`config.mk`:
```
export PLATFORM = sky130hd
export DESIGN_NAME = bullet_sprite_core
export DESIGN_NICKNAME = d
export VERILOG_FILES = /design/src/rtl/bullet_pkg.sv /design/src/rtl/bullet_cfg_chk.sv /design/src/rtl/bullet_ram.sv /design/src/rtl/bullet_sprite_core.sv
export SDC_FILE = /design/constraint.sdc
export NUM_CORES = 1
export LEC_CHECK = 0
export ABC_AREA = 1
export CAP_MARGIN = 15
export CORE_MARGIN = 2
export CORE_UTILIZATION = 61
export DETAILED_ROUTE_END_ITERATION = 7
export PLACE_DENSITY = 0.79
export SLEW_MARGIN = 20
export SYNTH_ARGS = -nofsm -noshare
export SYNTH_HDL_FRONTEND = slang
export SYNTH_SLANG_ARGS = --single-unit
```
`constraint.sdc`:
```
create_clock -name clk -period 3.15 [get_ports clk]
set_input_delay 0.63 -clock clk [delete_from_list [all_inputs] [get_ports clk]]
set_output_delay 0.63 -clock clk [all_outputs]
set_load 0.005 [all_outputs]
```
`src/rtl/bullet_pkg.sv`:
```
// Shared types and constants for the bullet sprite block.
// Also holds the elaboration-time parameter consistency check.
package bullet_pkg;

  typedef enum logic {
    IDLE   = 1'b0,
    FLYING = 1'b1
  } bullet_state_t;

  localparam logic DIR_RIGHT = 1'b0;
  localparam logic DIR_LEFT  = 1'b1;

  // The RAM address must be exactly {row offset, column offset} of a power-of-2 sprite.
  function automatic logic bullet_cfg_ok(input int addr_w, input int size,
                                         input int h_max, input int v_max);
    logic pow2;
    pow2 = (size >= 32'sd2) && ((size & (size - 32'sd1)) == 32'sd0);
    return pow2 && (addr_w == 32'sd2 * $clog2(size)) &&
           (size <= h_max) && (size <= v_max);
  endfunction

endpackage

```
`src/rtl/bullet_cfg_chk.sv`:
```
// Elaboration-only guard: refuses to build with an inconsistent SIZE/ADDR pair.
module bullet_cfg_chk
  import bullet_pkg::*;
#(
  parameter int ADDR  = 6,
  parameter int SIZE  = 8,
  parameter int H_MAX = 640,
  parameter int V_MAX = 480
) ();

  if (!bullet_cfg_ok(ADDR, SIZE, H_MAX, V_MAX)) begin : g_cfg_bad
    $error("bullet_sprite_core: ADDR must equal 2*clog2(SIZE), SIZE a power of 2");
  end

endmodule

```
`src/rtl/bullet_ram.sv`:
```
// Bullet bitmap store: one write port, one read port with registered read data.
// A same-cycle read and write to one address returns the old contents.
module bullet_ram #(
  parameter int CD   = 12,
  parameter int ADDR = 6
) (
  input  logic            clk,
  input  logic            wr_en,
  input  logic [ADDR-1:0] wr_addr,
  input  logic [CD-1:0]   wr_data,
  input  logic [ADDR-1:0] rd_addr,
  output logic [CD-1:0]   rd_data
);

  logic [CD-1:0] mem_r [0:(2**ADDR)-1];

  // Host bitmap write.
  always_ff @(posedge clk) begin
    if (wr_en) begin
      mem_r[wr_addr] <= wr_data;
    end
  end

  // Registered read.
  always_ff @(posedge clk) begin
    rd_data <= mem_r[rd_addr];
  end

endmodule

```
`src/rtl/bullet_sprite_core.sv`:
```
// Bullet sprite: per-frame motion FSM, pixel hit test, and a 2-cycle
// RAM-read / chroma-key compositing pipeline over the incoming video.
module bullet_sprite_core
  import bullet_pkg::*;
#(
  parameter int             CD        = 12,
  parameter int             ADDR      = 6,
  parameter int             SIZE      = 8,
  parameter int             H_MAX     = 640,
  parameter int             V_MAX     = 480,
  parameter int             STEP      = 4,
  parameter logic [CD-1:0]  KEY_COLOR = 12'h000
) (
  input  logic            clk,
  input  logic            reset,
  input  logic [10:0]     x,
  input  logic [10:0]     y,
  input  logic            frame_tick,
  input  logic            fire,
  input  logic [10:0]     fire_x,
  input  logic [10:0]     fire_y,
  input  logic            fire_dir,
  input  logic            wr_en,
  input  logic [ADDR-1:0] wr_addr,
  input  logic [CD-1:0]   wr_data,
  input  logic [CD-1:0]   si_rgb,
  output logic [CD-1:0]   so_rgb,
  output logic            busy
);

  localparam int          SW        = $clog2(SIZE);
  localparam logic [11:0] SIZE_12   = 12'(SIZE);
  localparam logic [11:0] STEP_12   = 12'(STEP);
  localparam logic [10:0] STEP_11   = 11'(STEP);
  localparam logic [11:0] RIGHT_LIM = 12'(H_MAX - SIZE);

  bullet_state_t state_r, state_s;
  logic [10:0]   bx_r, bx_s, by_r, by_s;
  logic          dir_r, dir_s;

  logic [11:0]   bx_ext_s, by_ext_s, x_ext_s, y_ext_s;
  logic          hit_s, hit_d1_r;
  logic [SW-1:0] dx_s, dy_s;
  logic [ADDR-1:0] rd_addr_s;
  logic [CD-1:0] dout_s, si_rgb_d1_r, so_rgb_r;

  bullet_cfg_chk #(.ADDR(ADDR), .SIZE(SIZE), .H_MAX(H_MAX), .V_MAX(V_MAX)) u_cfg_chk ();

  assign bx_ext_s = {1'b0, bx_r};
  assign by_ext_s = {1'b0, by_r};
  assign x_ext_s  = {1'b0, x};
  assign y_ext_s  = {1'b0, y};

  // Flight state register.
  always_ff @(posedge clk) begin
    if (reset) begin
      state_r <= IDLE;
      bx_r    <= 11'd0;
      by_r    <= 11'd0;
      dir_r   <= DIR_RIGHT;
    end else begin
      state_r <= state_s;
      bx_r    <= bx_s;
      by_r    <= by_s;
      dir_r   <= dir_s;
    end
  end

  // Launch and per-frame motion; the bullet retires rather than wrapping at either edge.
  always_comb begin
    state_s = state_r;
    bx_s    = bx_r;
    by_s    = by_r;
    dir_s   = dir_r;
    case (state_r)
      IDLE: begin
        if (fire) begin
          state_s = FLYING;
          bx_s    = fire_x;
          by_s    = fire_y;
          dir_s   = fire_dir;
        end else begin
          state_s = IDLE;
        end
      end
      FLYING: begin
        if (!frame_tick) begin
          state_s = FLYING;
        end else if (dir_r == DIR_RIGHT) begin
          if ((bx_ext_s + STEP_12) > RIGHT_LIM) begin
            state_s = IDLE;
          end else begin
            bx_s = bx_r + STEP_11;
          end
        end else begin
          if (bx_ext_s < STEP_12) begin
            state_s = IDLE;
          end else begin
            bx_s = bx_r - STEP_11;
          end
        end
      end
      default: state_s = IDLE;
    endcase
  end

  // Low bits of the offset only need the low bits of each operand.
  assign dx_s      = x[SW-1:0] - bx_r[SW-1:0];
  assign dy_s      = y[SW-1:0] - by_r[SW-1:0];
  assign rd_addr_s = {dy_s, dx_s};
  assign hit_s     = (state_r == FLYING) &&
                     (x_ext_s >= bx_ext_s) && (x_ext_s < (bx_ext_s + SIZE_12)) &&
                     (y_ext_s >= by_ext_s) && (y_ext_s < (by_ext_s + SIZE_12));

  bullet_ram #(.CD(CD), .ADDR(ADDR)) u_ram (
    .clk     (clk),
    .wr_en   (wr_en),
    .wr_addr (wr_addr),
    .wr_data (wr_data),
    .rd_addr (rd_addr_s),
    .rd_data (dout_s)
  );

  // Align hit/background with the RAM read, then composite with chroma key.
  always_ff @(posedge clk) begin
    if (reset) begin
      hit_d1_r    <= 1'b0;
      si_rgb_d1_r <= '0;
      so_rgb_r    <= '0;
    end else begin
      hit_d1_r    <= hit_s;
      si_rgb_d1_r <= si_rgb;
      so_rgb_r    <= (hit_d1_r && (dout_s != KEY_COLOR)) ? dout_s : si_rgb_d1_r;
    end
  end

  assign so_rgb = so_rgb_r;
  assign busy   = (state_r == FLYING);

endmodule
```
== Word level (Yosys, flattened, before mapping) ==
Memory sizes are Yosys's and may differ from the RTL's. A register that Yosys moved wholly into a read port is not among the register bits.
Index checks and enable logic that the tools add are counted.
Word-level totals
  bits in registers: 49
  RAM bits: 768
  bits of input ports: 80
  output and inout port bits: 13
  memories kept: 1
Memory list
  u_ram.mem_r: words 64, bits a word 12, rd ports 1, clocked after memory_dff 1, wr ports 1, RTL line bullet_ram.sv:15  | logic [CD-1:0] mem_r [0:(2**ADDR)-1];
Cells by class
  $add $sub $neg: 7
  order comparisons: 6
  eq/ne operators: 4
  muxes and demuxes: 15
  bitwise operators: 1
  reduce and logical (&&, ||, !) cells: 8
Operators by type and width (number)
  $mux W11: 5
  $add A11 B4 Y12 const B: 2
  $lt A11 B12 Y1: 2
  $ge A11 B11 Y1: 2
  $pmux W11 S2: 1
  $add A11 B3 Y12 const B: 1
  $gt A12 B10 Y1 const B: 1
  $mux W12: 1
  $reduce_bool A12 Y1: 1
  $add A11 B3 Y11 const B: 1
  $lt A11 B3 Y1 const B: 1
  $sub A11 B3 Y11 const B: 1
  $mux W1: 7
  $ne A3 B3 Y1 const B: 2
  $sub A3 B3 Y3: 2
  $logic_and A1 B1 Y1: 5
  $ne A2 B2 Y1 const B: 2
  $reduce_and A4 Y1: 1
  $pmux W1 S2: 1
  $reduce_and A2 Y1: 1
  $not A1 Y1: 1

== Logic depth before layout (Yosys ltp) ==
  depth after elaboration: 6
  gate-level depth with buffers: 15
  mapped depth without buffers: 14

== By module ==
Synthesis repeated with hierarchy kept, for this count alone.
Unflattened totals
  cells, all modules: 3166
  area, all modules: 35182.5 µm²
Modules (own cells, without submodules)
  bullet_ram: instances 1, cells each 2661, area each 31675.4 µm², seq. area each 23302.3 µm²
  bullet_sprite_core: instances 1, cells each 505, area each 3507.1 µm², seq. area each 980.9 µm²

== Least setup slack after synthesis ==
No wires, ideal clock.
  path type: input to register
  from: input port wr_en
  to: memory u_ram.mem_r[48][0], enable pin
  setup time: 0.413 ns
  data arrival time: 2.377 ns
  required time: 2.737 ns
  slack: 0.360 ns
  stages: 3
  path buffers: 1
  cells stage by stage: clkbuf_1 nand4_1 nor4_1
On the way
  longest elaborated chain between the ends: 2
Ends and longest elaborated chain
  start, declared: RTL line bullet_sprite_core.sv:23  | input logic wr_en,
  $mux W1: RTL line bullet_ram.sv:19  | if (wr_en) begin
  $mux W1 (implied by the code): RTL line bullet_ram.sv:20  | mem_r[wr_addr] <= wr_data;
  end, declared: RTL line bullet_ram.sv:15
No other way between the ends.

== Final worst setup path ==
  from: register bx_r[0]
  to: register u_ram.rd_data[6] (read register of u_ram.mem_r)
On the way
  longest elaborated chain between the ends: 1
Ends and longest elaborated chain
  start, declared: RTL line bullet_sprite_core.sv:38  | logic [10:0] bx_r, bx_s, by_r, by_s;
  start signal, assigned: RTL line bullet_sprite_core.sv:63  | bx_r <= bx_s;
  $sub A3 B3 Y3: RTL line bullet_sprite_core.sv:108  | assign dx_s = x[SW-1:0] - bx_r[SW-1:0];
  end, declared: RTL line bullet_ram.sv:12  | output logic [CD-1:0] rd_data
No other way between the ends.
A chain may end at the register's enable or synchronous reset.

==> results.md <==
- The leftover overflow at the end of global routing is 0.
- The final non-filler cell total is 3969.
- STA classifies the critical path startpoint as a flop.
- The synthesized instance count is 2965.
- The final max-slew violation count was 0.
- The floorplan step set the die height to 242 µm.
- The number of hold buffers added after CTS was 0.
- The proportion of power drawn by flip-flops and latches is 46.4%.
- The post-synthesis async set-or-reset flop share is 0%.
- Power spread over the standard cell area amounts to 668 mW/mm².
- The power spent charging and discharging nets is 0.00768 W.
- The first global-routing pass estimated 142000 µm of wire.
- Yosys printed 0 warnings.
- The share of total power in combinational logic is 19.0%.
- The number of nets produced by synthesis is 3093.
- Max-cap violations in this run came to 0.
- STA classifies the critical path endpoint as a flop.
- The initial utilization of the core area, before any placement, comes to 61.4%.
- Setup violations remaining at the end of the flow were counted as 0.
- Global routing used 31.9% of the available tracks across all layers.
- For this run, design rule violations remaining after detail routing come to 0.
- The full die area is 0.0584 mm².
- The final worst clock skew is 25.8 ps.
- The detail route stage leaves a number of antenna-violating nets equal to 0.
- Among all flip-flop cells after synthesis, the most frequent one is sky130_fd_sc_hd__edfxtp_1.
- The final critical path time including I/O delays and setup is 2950 ps.
- The worst-case headroom to the max-slew limit is 38.9%.
- For the worst setup path, the data arrival time is 3450 ps.
- The number of buffers added on ports is 92.
- The internal power of the cells totals 0.0191 W.
- 0 antenna diodes ended up in the layout.
- Clock-pin slew was measured on the worst setup and hold paths at 60 ps.
- Compared with the post-synthesis result, the final layout area differs by 16.4%.
- The clock network burns 34.5% of the power.
- Net switching is 28.7% of the power.
- The number of flops mapped to enable cells by yosys is 768.
- By area the synthesized netlist is led by sky130_fd_sc_hd__edfxtp_1, sky130_fd_sc_hd__o21ai_0, sky130_fd_sc_hd__nor2_1, sky130_fd_sc_hd__nand2_1, sky130_fd_sc_hd__dfxtp_1.
- The synthesized area per cell is 11.6 µm².
- The final worst hold slack is 458 ps.
- After synthesis, flip-flops and latches occupy 70.5% of the total area.
- The most critical setup path has its startpoint at bx_r[0].
- The final layout contains 3275 nets.
- The synthesized netlist occupies a cell area of 0.0344 mm².
- The pre-antenna-repair detailed-routing pass consisted of 5 iterations.
- TritonCTS built the clock tree.
- The path type of the worst setup path is flop to flop.
- The violation count after the first detailed-route iteration is 3570.
- Summed over all instances, the cell type with the most area after synthesis is sky130_fd_sc_hd__edfxtp_1.
- Derived from the worst setup path, the maximum achievable clock frequency is 339 MHz.
- The slew at the pin closest to its max-slew limit is 917 ps.
- The commonest cells after synthesis are sky130_fd_sc_hd__edfxtp_1, sky130_fd_sc_hd__nor2_1, sky130_fd_sc_hd__nand2_1.
- The clock latency on the worst-skew pair is 640 ps.
- The total count of hold-check failures in the final report is 0.
- Detailed routing inserted a total of 24900 vias.
- The total leakage power is 14.2 nW.
- Summed over its instances, the top area cell type makes up 67.0% of the synthesized netlist area.
- Setup repair after global routing left no endpoint under its margin.
- The number of buffers added by the clock tree synthesis step is 81.
- The initial antenna violation count is 1.
- Using the TritonRoute via totals, the vias-per-cell ratio works out to 6.28.
- The number of H-tree levels is 3.
- The number of register bits inferred by synthesis is 829.
- The finished cells cover 0.0401 mm².
- The data required time at the worst endpoint is 3660 ps.
- The worst-case IR drop observed on VDD is 0.000571 V.
- The die span in x is 242 µm.
- Entering global routing, the biggest net connects 80 pins.
- After detailed placement, the total cell area comes to 0.0371 mm².
- The total power of the final layout is 0.0268 W.
- The run finished with clean final reports.
- The via count of the first global-routing pass was 24400.
- The placer's final routability congestion estimate is 0.941.
- The half-perimeter wire length after placement is 57800 µm.
- Clock tree synthesis selected as its root buffer the cell sky130_fd_sc_hd__clkbuf_16.
- Pin placement for this block handled 93 I/O pins.
- The area of the core is 0.0561 mm².
- The largest buffer count on any clock path is 3.
- The number of placed instances with taps included is 3806.
- In this run the most critical hold path is launched from si_rgb_d1_r[2].
- For this block, the routed nets add up to 95100 µm of wire.
- The clock drives 829 sinks.
- The dominant cell by count in the synthesized netlist is sky130_fd_sc_hd__edfxtp_1.
- The number of rows in the core area is 87.
- The post-route netlist has 11.6% of its cells at a drive strength greater than 1.
- In this run the worst hold path is classified as flop to flop.
- In the final routed layout, each cell accounts on average for 24.0 µm.
- The maximum fanout encountered on the critical timing path is 48.
- The count of different cell masters after synthesis is 41.
- The share of the clock period used by the worst path after layout is 93.6%.
- In this run the critical register-to-register path is launched from bx_r[0].
[power by group through the flow]
stage          Combinational, W  Clock [W]  Sequential [W]
2_1_floorplan           0.00277          0          0.0125
4_1_cts                 0.00472    0.00929          0.0124
3_3_place_gp            0.00457          0          0.0126
5_1_grt                 0.00546    0.00974          0.0124
6_report                0.00510    0.00925          0.0124
3_5_place_dp            0.00466          0          0.0126
[per-layer routing]
metal	routed length, µm	up-vias	share of wire [%]	track usage (%)
met2	45100	1664	47	50.6
met4	4070	2	4.3	15.4
li1	-	11000	-	-
met3	10800	241	11	6.34
met5	9	-	0.0095	0
met1	35100	12000	37	42.7
[cells in the final DEF (no fill, tap or decap), types with 6 or more instances in the layout]
cell	synthesis	routed
sky130_fd_sc_hd__nand2_1	466	463
sky130_fd_sc_hd__buf_2	48	12
sky130_fd_sc_hd__nand3_2	1	16
sky130_fd_sc_hd__clkbuf_16	0	88
sky130_fd_sc_hd__a21oi_1	41	41
sky130_fd_sc_hd__xor2_1	13	13
sky130_fd_sc_hd__buf_4	26	152
sky130_fd_sc_hd__inv_1	67	65
sky130_fd_sc_hd__o21ai_0	408	407
sky130_fd_sc_hd__clkbuf_8	0	9
sky130_fd_sc_hd__nor4_2	0	8
sky130_fd_sc_hd__buf_12	0	29
sky130_fd_sc_hd__o22ai_1	192	192
sky130_fd_sc_hd__clkdlybuf4s50_1	0	79
sky130_fd_sc_hd__clkbuf_1	90	19
sky130_fd_sc_hd__o21ai_1	16	17
sky130_fd_sc_hd__ha_1	46	45
sky130_fd_sc_hd__clkinv_1	0	13
sky130_fd_sc_hd__nand2_2	3	6
sky130_fd_sc_hd__nand4_1	18	18
sky130_fd_sc_hd__nor2_1	527	527
sky130_fd_sc_hd__nand3_4	0	8
sky130_fd_sc_hd__clkinv_2	0	13
sky130_fd_sc_hd__edfxtp_1	768	768
sky130_fd_sc_hd__dfxtp_1	61	61
sky130_fd_sc_hd__nand3_1	108	85
[stage by stage]
stage / util [%] / setup WS, ps / TNS, ps
floorplan: - / 360 / 0
global placement: 66.2 / -742 / -7160
detailed placement: 66.2 / -717 / -7270
CTS: 70.8 / 1.50 / 0
global route: 71.5 / 165 / 0
finish: 71.5 / 202 / 0
[area by class of cell]
cell class	instances	area, µm²
inverters	71	287
fillers	3766	16000
clock buffers	113	2280
repair buffers	283	2800
multi-input cells	1881	9240
well taps	756	946
clock inverters	36	236
flip-flops and latches	829	24300
[kinds of logic (layout without fill, tap and decap cells)]
| family | Yosys count | count (layout) | share of synthesized area (%) |
|---|---|---|---|
| buffers and inverters | 255 | 503 | 3.40 |
| XOR/XNOR | 17 | 17 | 0.454 |
| AO/OA/AOI/OAI | 669 | 669 | 10.6 |
| adder cells (fa/ha/maj) | 48 | 48 | 1.79 |
| flip-flops | 829 | 829 | 70.5 |
| AND/OR/NAND/NOR | 1147 | 1147 | 13.3 |
[timing repair]
action	in CTS	in global routing
setup endpoints to repair	5	12
pin swaps	0	18
gates cloned	0	6
resized for setup	3	42
setup buffers	1	7
[final timing paths]
check	cells after the start	to	slack (ps)
max reg2reg	13	u_ram.rd_data[6]	200
min reg2reg	2	so_rgb[2]	460
min	2	so_rgb[2]	460
max	13	u_ram.rd_data[6]	200
[sequential cells by signal, summed over array words and instances (netlist names)]
name / cells
by_r: 11
busy: 1
dir_r: 1
si_rgb_d1_r: 12
bx_r: 11
hit_d1_r: 1
u_ram.mem_r: 768
so_rgb: 12
u_ram.rd_data: 12
[critical path: stages (launching register included)]
cell and delay, ps:
sky130_fd_sc_hd__dfxtp_1 360, sky130_fd_sc_hd__ha_4 180, sky130_fd_sc_hd__fa_4 850, sky130_fd_sc_hd__buf_12 160, sky130_fd_sc_hd__clkinv_8 110, sky130_fd_sc_hd__buf_16 200, sky130_fd_sc_hd__o21ai_0 140, sky130_fd_sc_hd__o22ai_1 120
sky130_fd_sc_hd__nand2_1 70, sky130_fd_sc_hd__nand2_1 120, sky130_fd_sc_hd__nand2_1 100, sky130_fd_sc_hd__nand3_2 130, sky130_fd_sc_hd__nand3_4 160, sky130_fd_sc_hd__nand2_1 70
Note: power is estimated with default switching activity, not from simulation.
